<file path="src/rtl/text_pkg.sv">
// rtl/text_pkg.sv - shared geometry, control codes and state encodings for the text cursor writer
package text_pkg;

  localparam int ROW_NUMBER     = 16;
  localparam int COL_NUMBER     = 32;
  localparam int ROW_BIT_LEN    = 4;
  localparam int COL_BIT_LEN    = 5;
  localparam int CHAR_ID_LENGTH = 8;
  localparam int SWEEP_BIT_LEN  = ROW_BIT_LEN + COL_BIT_LEN;

  localparam logic [CHAR_ID_LENGTH-1:0] BLANK_ID = 8'h20;
  localparam logic [CHAR_ID_LENGTH-1:0] CC_BS    = 8'h08;
  localparam logic [CHAR_ID_LENGTH-1:0] CC_LF    = 8'h0A;
  localparam logic [CHAR_ID_LENGTH-1:0] CC_FF    = 8'h0C;
  localparam logic [CHAR_ID_LENGTH-1:0] CC_CR    = 8'h0D;
  localparam logic [CHAR_ID_LENGTH-1:0] CC_DEL   = 8'h7F;

  localparam logic [ROW_BIT_LEN-1:0]   ROW_LAST   = ROW_BIT_LEN'(ROW_NUMBER - 1);
  localparam logic [COL_BIT_LEN-1:0]   COL_LAST   = COL_BIT_LEN'(COL_NUMBER - 1);
  localparam logic [SWEEP_BIT_LEN-1:0] SWEEP_LAST = SWEEP_BIT_LEN'(ROW_NUMBER * COL_NUMBER - 1);

  typedef enum logic {
    ST_CLEAR,
    ST_IDLE
  } state_t;

  typedef enum logic [2:0] {
    BC_PRINT,
    BC_NEWLINE,
    BC_BACKSPACE,
    BC_FORMFEED,
    BC_IGNORE
  } byte_class_t;

  function automatic byte_class_t classify(input logic [CHAR_ID_LENGTH-1:0] b);
    byte_class_t bc;
    if (b == CC_LF || b == CC_CR)       bc = BC_NEWLINE;
    else if (b == CC_BS)                bc = BC_BACKSPACE;
    else if (b == CC_FF)                bc = BC_FORMFEED;
    else if (b < 8'h20 || b == CC_DEL)  bc = BC_IGNORE;
    else                                bc = BC_PRINT;
    return bc;
  endfunction

endpackage

</file>
<file path="src/rtl/text_cursor_step.sv">
// rtl/text_cursor_step.sv - next cursor positions for advance, newline and backspace with wrap
module text_cursor_step
  import text_pkg::*;
(
  input  logic [ROW_BIT_LEN-1:0] row,
  input  logic [COL_BIT_LEN-1:0] col,
  output logic [ROW_BIT_LEN-1:0] adv_row,
  output logic [COL_BIT_LEN-1:0] adv_col,
  output logic [ROW_BIT_LEN-1:0] nl_row,
  output logic [COL_BIT_LEN-1:0] nl_col,
  output logic [ROW_BIT_LEN-1:0] bs_row,
  output logic [COL_BIT_LEN-1:0] bs_col
);

  logic [ROW_BIT_LEN-1:0] row_inc;

  always_comb begin
    row_inc = (row == ROW_LAST) ? '0 : row + 1'b1;

    nl_row = row_inc;
    nl_col = '0;

    adv_row = row;
    adv_col = col + 1'b1;
    if (col == COL_LAST) begin
      adv_row = row_inc;
      adv_col = '0;
    end

    // Backspace stops at the home cell rather than wrapping to the bottom-right.
    bs_row = row;
    bs_col = col - 1'b1;
    if (col == '0) begin
      if (row == '0) begin
        bs_row = '0;
        bs_col = '0;
      end else begin
        bs_row = row - 1'b1;
        bs_col = COL_LAST;
      end
    end
  end

endmodule

</file>
<file path="src/rtl/text_cursor_writer.sv">
// rtl/text_cursor_writer.sv - byte stream to single-cell character plane writes at a tracked cursor
module text_cursor_writer
  import text_pkg::*;
(
  input  logic                      clk,
  input  logic                      rst_n,
  input  logic [CHAR_ID_LENGTH-1:0] char_in,
  input  logic                      char_valid,
  output logic                      char_ready,
  output logic                      wr_en,
  output logic [ROW_BIT_LEN-1:0]    wr_row,
  output logic [COL_BIT_LEN-1:0]    wr_col,
  output logic [CHAR_ID_LENGTH-1:0] wr_char,
  output logic [ROW_BIT_LEN-1:0]    cursor_row,
  output logic [COL_BIT_LEN-1:0]    cursor_col
);

  state_t                   state;
  logic [SWEEP_BIT_LEN-1:0] sweep;

  logic [ROW_BIT_LEN-1:0] adv_row, nl_row, bs_row;
  logic [COL_BIT_LEN-1:0] adv_col, nl_col, bs_col;
  logic                   accept;
  byte_class_t            bclass;

  text_cursor_step u_step (
    .row     (cursor_row),
    .col     (cursor_col),
    .adv_row (adv_row),
    .adv_col (adv_col),
    .nl_row  (nl_row),
    .nl_col  (nl_col),
    .bs_row  (bs_row),
    .bs_col  (bs_col)
  );

  assign char_ready = (state == ST_IDLE);
  assign accept     = char_valid && char_ready;
  assign bclass     = classify(char_in);

  always_ff @(posedge clk) begin
    if (!rst_n) begin
      state      <= ST_CLEAR;
      sweep      <= '0;
      wr_en      <= 1'b0;
      wr_row     <= '0;
      wr_col     <= '0;
      wr_char    <= '0;
      cursor_row <= '0;
      cursor_col <= '0;
    end else begin
      case (state)
        ST_CLEAR: begin
          // Row-major sweep: the counter's upper bits are the row, lower bits the column.
          wr_en   <= 1'b1;
          wr_row  <= sweep[SWEEP_BIT_LEN-1:COL_BIT_LEN];
          wr_col  <= sweep[COL_BIT_LEN-1:0];
          wr_char <= BLANK_ID;
          if (sweep == SWEEP_LAST) begin
            sweep      <= '0;
            state      <= ST_IDLE;
            cursor_row <= '0;
            cursor_col <= '0;
          end else begin
            sweep <= sweep + 1'b1;
          end
        end

        ST_IDLE: begin
          wr_en <= 1'b0;
          if (accept) begin
            case (bclass)
              BC_PRINT: begin
                wr_en      <= 1'b1;
                wr_row     <= cursor_row;
                wr_col     <= cursor_col;
                wr_char    <= char_in;
                cursor_row <= adv_row;
                cursor_col <= adv_col;
              end
              BC_NEWLINE: begin
                cursor_row <= nl_row;
                cursor_col <= nl_col;
              end
              BC_BACKSPACE: begin
                wr_en      <= 1'b1;
                wr_row     <= bs_row;
                wr_col     <= bs_col;
                wr_char    <= BLANK_ID;
                cursor_row <= bs_row;
                cursor_col <= bs_col;
              end
              BC_FORMFEED: begin
                sweep <= '0;
                state <= ST_CLEAR;
              end
              default: ;
            endcase
          end
        end

        default: state <= ST_CLEAR;
      endcase
    end
  end

endmodule

</file>
<file path="config.mk">
export PLATFORM = sky130hd
export DESIGN_NAME = text_cursor_writer
export DESIGN_NICKNAME = d
export VERILOG_FILES = /design/src/rtl/text_pkg.sv /design/src/rtl/text_cursor_step.sv /design/src/rtl/text_cursor_writer.sv
export SDC_FILE = /design/constraint.sdc
export NUM_CORES = 1
export LEC_CHECK = 0
export CAP_MARGIN = 10
export CORE_MARGIN = 1
export CORE_UTILIZATION = 57
export CTS_BUF_LIST = sky130_fd_sc_hd__clkbuf_2
export CTS_CLUSTER_SIZE = 28
export DETAILED_ROUTE_END_ITERATION = 10
export PLACE_DENSITY = 0.87
export SYNTH_ARGS = -nofsm -noshare
export SYNTH_HDL_FRONTEND = slang
export SYNTH_HIERARCHICAL = 1
export SYNTH_SLANG_ARGS = --single-unit
export TNS_END_PERCENT = 100
</file>
<file path="constraint.sdc">
create_clock -name clk -period 2.7 [get_ports clk]
set_input_delay 0.54 -clock clk [delete_from_list [all_inputs] [get_ports clk]]
set_output_delay 0.54 -clock clk [all_outputs]
set_load 0.03 [all_outputs]
</file>
==> results.md, run 1 <==
- Htree depth: 2
- Drc violations: 6
- Core Rows: 24
- CP peak stage delay: 0.51 ns
- I/O pin total: 39
- Clock tree sinks: 37
- WP data required: 3.01 ns
- Maximum VDD drop: 201 uV
- Most frequent CP cell: ha_1
- Die footprint: 0.00497 mm^2
- Most frequent cells in the layout: clkdlybuf4s50_1, dfxtp_1, nand3_1
- Worst Setup SP: cursor_col[1]
- Placer Congestion: 0.877
- Die Span Y: 70.5 um
- DR vias/cell: 6.70
- Setup crit end: cursor_row[3]
- Final setup vio count: 0
- Pins over their slew limit: 0
- Synth Instances: 327
- NumNets Final: 390
- Critical path type: reg -> reg
- Mapped cell area: 0.00268 mm^2
- Outcome: finished with violations
- Yosys Warn Count: 6
- Area Growth Syn to Fin: 19.4%
- Post-synth EDFFs: 0
- Clock skew: 0.0163 ns
- Share of layout cells above drive strength 1: 0.164
- Hold-fix buffers at CTS: 0
- Hold crit path type: reg -> reg
- Most common cell after layout, fill and taps aside: clkdlybuf4s50_1
- First-pass GRT wire length: 12100 um
- Post-Syn Area per Cell: 8.18 um^2
- Worst R2R Path Depth: 8
- Clk_lat worst skew: 0.38 ns
- Max cap viols: 0
- Slew margin rel.: 0.463
- First DRT Iteration DRCs: 322
- Grt met1 use: 0.404
- Final Worst Setup Slack: 0.276 ns
- Vias post-DR: 2835
- Initial DRT Pass Iterations: 8
- Max Fclk: 413 MHz
- Unrepaired setup endpoints after global routing: false
- CORE AREA: 0.00444 mm^2
- Worst slew pin tran: 0.795 ns
- Crit path arrival time: 2.73 ns
- ANT nets after route: 0
- WL/cell: 17.3 um
- Grt peak-use layer: met2
- Setup bufs post-CTS: 0
- Port Buffers: 38
- R2R Path End: cursor_row[3]
- Routed wire length: 7300 um
- Fin Setup TNS: 0 ns
- Initial antenna violation count: 0
- Leakage power: 1.10 nW
- Clk slew on worst S/H paths: 0.19 ns
- HPWL Detailed: 5390 um
- Critical path capture point type: flip-flop
- Final min period: 2.42 ns
- Tcrit/Tclk final: 0.898
- Bufs on Longest Clock Path: 2
- Initial Util: 0.602
- FF-to-FF Start: cursor_col[1]
- Post_cts resized: 0
- # fillers: 350
- FF-to-FF setup slack: 0.28 ns
- GR Util met2: 0.498
- Asr flop ratio synth: 0
- Total gr overflow: 0
- Synthesized flop and latch total: 37
- Startpoint Class: flip-flop
- PD cells: 295 mW/mm^2
- Largest net degree at the start of global routing: 23
- Violated checks: design-rule violations
- Placement Setup Slack: 0.0326 ns
- Grt met3 use: 0.0548
- Num CTS Buffers: 5
- CP max stage cell: dfxtp_1
- CTS root buf: clkbuf_2
- Gr usage total: 0.302
- CP cell instances: ha_1, and3_2, ha_1, inv_1, o31ai_1, nand2_1, a32o_1, a311oi_1
- ANT cells: 0
- Netlist cell types: 52
- Main flop type after synthesis: dfxtp_1
- Vias in the first global route: 2598
- Sequential share of the synthesized area: 0.277
- Width of the chip: 70.5 um
- Final hold vios: 0
- CP Max Fanout: 7
- CTS tree: yes
## state kept, by name, indices dropped and copies added, names as in the netlist
register    cells
cursor_row      4
wr_char         8
sweep           9
char_ready      1
wr_col          5
wr_row          4
cursor_col      5
wr_en           1
## logic make-up (layout without fill, tap and decap cells)
logic type,after synthesis,after routing,share of synthesized area
XOR/XNOR,5,5,0.0164
buffers and inverters,42,82,0.0786
multiplexers,2,2,0.00795
flip-flops,37,37,0.277
AND/OR/NAND/NOR,109,109,0.235
AO/OA/AOI/OAI,123,123,0.347
adder cells (fa/ha/maj),8,8,0.0374
other,1,5,0.00140
## metrics by stage
step | power, mW | instances | util | cell area (um^2) | hold WS [ns]
final | 0.942 | 423 | 0.719 | 3190 | 0.487
after global placement | 0.706 | 416 | 0.711 | 3160 | 0.458
after floorplan | 0.661 | 331 | - | 2690 | 0.461
after CTS | 0.942 | 423 | 0.719 | 3190 | 0.488
after global routing | 0.978 | 423 | 0.719 | 3190 | 0.515
after detailed placement | 0.709 | 416 | 0.711 | 3160 | 0.464
## worst max-delay path, delay by kind of cell (launching register included)
family | cells | cell delay, ns
AO/OA/AOI/OAI | 3 | 0.93
AND/OR/NAND/NOR | 2 | 0.29
flip-flops | 1 | 0.51
adder cells (fa/ha/maj) | 2 | 0.53
buffers and inverters | 1 | 0.09
## synth_stat cells, types with 6 or more instances
| library cell | instances | area share |
|---|---|---|
| dfxtp_1 | 37 | 0.28 |
| nand3_1 | 33 | 0.062 |
| a21oi_1 | 31 | 0.058 |
| nand2_1 | 21 | 0.029 |
| o221a_2 | 18 | 0.076 |
| clkbuf_1 | 13 | 0.018 |
| o21ai_0 | 13 | 0.024 |
| inv_1 | 12 | 0.017 |
| nor2_1 | 12 | 0.017 |
| a211oi_1 | 10 | 0.028 |
| a31oi_1 | 10 | 0.023 |
| a311oi_1 | 9 | 0.029 |
| a21boi_0 | 8 | 0.022 |
| a32o_1 | 8 | 0.030 |
| ha_1 | 8 | 0.037 |
| buf_2 | 6 | 0.011 |
| buf_4 | 6 | 0.017 |
## area by class of cell
| type | instances | area, um^2 | share of cell area |
|---|---|---|---|
| Multi-Input combinational cell | 252 | 1740 | 0.544 |
| Sequential cell | 37 | 741 | 0.232 |
| Timing Repair Buffer | 63 | 568 | 0.178 |
| Tap cell | 52 | 65.1 | 0.0204 |
| Inverter | 12 | 45.0 | 0.0141 |
| Clock buffer | 5 | 25.0 | 0.00783 |
| Clock inverter | 2 | 11.3 | 0.00353 |
## worst min path at each step
stage                 endpoint        from  cells past startpoint  slack, ns
floorplan             sweep[5]    sweep[5]                      2       0.46
global placement    wr_char[4]  wr_char[4]                      2       0.46
detailed placement  wr_char[0]  wr_char[0]                      2       0.46
CTS                 wr_char[0]  wr_char[0]                      2       0.49
global route        wr_char[2]  wr_char[2]                      2       0.51
finish              wr_char[0]  wr_char[0]                      2       0.49
## layer usage
metal / share of wire / up-vias
li1: - / 1351
met1: 0.43 / 1305
met2: 0.47 / 160
met3: 0.077 / 19
met4: 0.020 / 0
met5: 0 / -
## power by group
group / leakage (nW) / switching (mW) / internal [mW]
sequential: 0.300 / 0.00692 / 0.554
clock: 0.0225 / 0.185 / 0.0558
combinational: 0.778 / 0.0794 / 0.0607
total: 1.10 / 0.271 / 0.671
(Power assumes the default switching activity.)
==> run 2, diff against run 1 <==
--- a/config.mk
+++ b/config.mk
@@ -7,13 +7,13 @@
 export LEC_CHECK = 0
 export CAP_MARGIN = 10
 export CORE_MARGIN = 1
-export CORE_UTILIZATION = 57
+export CORE_UTILIZATION = 55
 export CTS_BUF_LIST = sky130_fd_sc_hd__clkbuf_2
 export CTS_CLUSTER_SIZE = 28
 export DETAILED_ROUTE_END_ITERATION = 10
 export PLACE_DENSITY = 0.87
+export REMOVE_ABC_BUFFERS = 1
 export SYNTH_ARGS = -nofsm -noshare
 export SYNTH_HDL_FRONTEND = slang
-export SYNTH_HIERARCHICAL = 1
 export SYNTH_SLANG_ARGS = --single-unit
 export TNS_END_PERCENT = 100
==> run 2 against run 1 <==
Net effect:
- the run now ends clean
- non-clock buffer count rose by 9
- area after synthesis fell by 17%
- synthesized cell count fell by 14%
- critical endpoint is now cursor_col[1]
- combinational power fell by 27%
- largest power group unchanged
- count of clock-buffer cells in the layout did not move
==> results.md, run 2 <==
- Outcome: completed
- Htree depth: 2 (unchanged)
- Largest net degree at the start of global routing: 29 (+26%)
- HPWL Detailed: 4540 um (-16%)
- Max Fclk: 406 MHz (-1.6%)
- Fin Setup TNS: 0 ns (unchanged)
- Drc violations: 0 (-6)
- Worst slew pin tran: 0.549 ns (-0.246 ns)
- Area Growth Syn to Fin: 30.4%
- Gr usage total: 0.317 (+0.0147)
- Core Rows: 22 (-8.3%)
- Clk slew on worst S/H paths: 0.18 ns (about the same)
- Vias in the first global route: 2300 (-11%)
- First DRT Iteration DRCs: 315 (-2.2%)
- Mapped cell area: 0.00222 mm^2 (-17%)
- Post-layout util: 0.766 (+0.0477)
- Routed wire length: 6420 um (-12%)
- Netlist cell types: 55 (+5.8%)
- Asr flop ratio synth: 0 (unchanged)
- Slew margin rel.: 0.633 (+0.169)
- Placer Congestion: 0.930 (+6.0%)
- Worst path bufs/invs: 1 (unchanged)
- Initial Util: 0.588 (-0.0140)
- Synth top cells by count: dfxtp_1, nor2_1, a21oi_1, nand2_1, nand3_1
- Leakage power: 1.07 nW (-2.7%)
- Num CTS Buffers: 5 (unchanged)
- Max cap viols: 0 (unchanged)
- Unrepaired setup endpoints after global routing: false
- Vias post-DR: 2488 (-12%)
- Setup bufs post-CTS: 0 (unchanged)
- CP Max Fanout: 12 (+5)
- Most common cell after layout, fill and taps aside: clkdlybuf4s50_1
- Clock tree sinks: 37 (unchanged)
- First-pass GRT wire length: 10500 um (-14%)
- CTS root buf: clkbuf_2
- CTS tree: yes
- Yosys top cell by area: dfxtp_1
- Critical path type: in -> reg
- Synthesized flop and latch total: 37 (unchanged)
- Crit path max-delay family: simple AND/OR/NAND/NOR gates
- Crit path arrival time: 2.80 ns (+0.07 ns)
- Port Buffers: 38 (unchanged)
- Clk_lat worst skew: 0.41 ns (+0.03 ns)
- Width of the chip: 65.5 um (-7.1%)
- Biggest register: sweep
- Pwr Total: 1.00 mW (+6.7%)
- Main flop type after synthesis: dfxtp_1
- Top-count cell post-synth: dfxtp_1
- Hold crit path type: reg -> reg
- Most frequent cells in the layout: clkdlybuf4s50_1, dfxtp_1, buf_4
- Top-area cell type share of the netlist area: 0.334 (+0.0572)
- Final Worst Setup Slack: 0.236 ns (-0.0394 ns)
- Yosys Warn Count: 0 (-6)
- Max FFs per register: 9 (unchanged)
- Total gr overflow: 0 (unchanged)
- Die Span Y: 65.5 um (-7.1%)
- FF-to-FF setup slack: 0.24 ns (-0.04 ns)
- Bufs on Longest Clock Path: 2 (unchanged)
- CP max stage cell: or4_4
- Tcrit/Tclk final: 0.912 (+0.0146)
- NumNets Final: 358 (-8.2%)
- Share of layout cells above drive strength 1: 0.159 (-0.00560)
- ANT cells: 0 (unchanged)
- Placement Setup Slack: -0.140 ns (-0.172 ns)
- Top post-synthesis cells by area: dfxtp_1, nor2_1, a21oi_1, nand3_1, ha_1
- ANT nets after route: 0 (unchanged)
- WP data required: 3.04 ns (+0.03 ns)
- WL/cell: 16.5 um (-4.2%)
- DR vias/cell: 6.41 (-4.3%)
- Final min period: 2.46 ns (+0.0394 ns)
- CP peak stage delay: 0.60 ns (+0.09 ns)
- Pins over their slew limit: 0 (unchanged)
- CP cell instances: clkdlybuf4s50_1, or4b_1, or4_4, a211oi_1, a221oi_1, a311oi_1
- I/O pin total: 39 (unchanged)
- Critical path capture point type: flip-flop
- Post-Syn Area per Cell: 7.92 um^2 (-3.2%)
- Clock skew: 0.0146 ns (-0.00164 ns)
- Post-synth EDFFs: 0 (unchanged)
- Initial antenna violation count: 0 (unchanged)
- Startpoint Class: primary input
- Post_cts resized: 0 (unchanged)
- Final setup vio count: 0 (unchanged)
- Hold-fix buffers at CTS: 0 (unchanged)
- Largest regs: sweep: 9 flops, wr_char: 8 flops
- Final hold vios: 0 (unchanged)
- CORE AREA: 0.00377 mm^2 (-15%)
- Sequential share of the synthesized area: 0.334 (+0.0572)
- Initial DRT Pass Iterations: 6 (-2)
- PD cells: 348 mW/mm^2 (+18%)
- Synth Instances: 280 (-14%)
- Die footprint: 0.00429 mm^2 (-14%)
- Maximum VDD drop: 285 uV (+42%)
-- run 2: changes by cell type in the layout (fill, tap and decap cells not counted), sizes merged, moves of 6 or more --
| cell | delta |
|---|---|
| nand3 | -14 |
| buf | +9 |
| a31oi | -8 |
| a21boi | -8 |
| nor2 | +16 |
| a32o | -8 |
| nor3 | +6 |
| a311oi | -6 |
| o221a | -18 |
| o22ai | +10 |
| a21oi | -11 |
-- run 2: worst reg2reg max path: stages, from the launching register on --
cell and delay, ns:
dfxtp_1 0.42, ha_1 0.20, and3_1 0.21, and3_1 0.22, and3_1 0.17, ha_1 0.20, nor2b_1 0.35, a221o_1 0.22
buf_4 0.16, nor2_1 0.04, a211oi_1 0.20
-- run 2: report_power, final --
| group | internal (mW) | switching (mW) |
|---|---|---|
| sequential | 0.555 | 0.00619 |
| clock | 0.150 | 0.192 |
| combinational | 0.0472 | 0.0548 |
-- run 2: layout make-up --
cell class	instances	area (um^2)
repair buffers	72	636
flip-flops and latches	37	741
inverters	10	37.5
fillers	275	881
multi-input cells	214	1360
clock buffers	5	25.0
clock inverters	2	35.0
well taps	48	60.1
-- run 2: per-stage QoR --
step	hold WS, ns	area [um^2]	instances
final	0.477	2890	388
after CTS	0.477	2890	388
after global routing	0.507	2890	388
after global placement	0.451	2830	381
after detailed placement	0.454	2830	381
after floorplan	0.445	2130	261
-- run 2: path summary, 6_finish.rpt --
check | from | cells after the start | to
setup / recovery | char_in[5] | 6 | cursor_col[1]
hold / removal | wr_col[2] | 2 | wr_col[2]
setup reg to reg | sweep[1] | 10 | cursor_row[1]
hold reg to reg | wr_col[2] | 2 | wr_col[2]
-- run 2: cells by family after synthesis --
family	after synthesis	share of synthesized area
simple gates	110	0.262
compound gates	92	0.291
flops	37	0.334
buf+inv	29	0.0542
fa+ha+maj	7	0.0395
xor+xnor	5	0.0198
-- run 2: metal layers --
metal	up-vias	global-route usage	routed length, um	part of all wire
met4	0	0.120	107	0.017
li1	1172	-	-	-
met2	131	0.508	2990	0.47
met1	1166	0.397	2780	0.43
met3	19	0.0955	542	0.084
met5	-	0	0	0
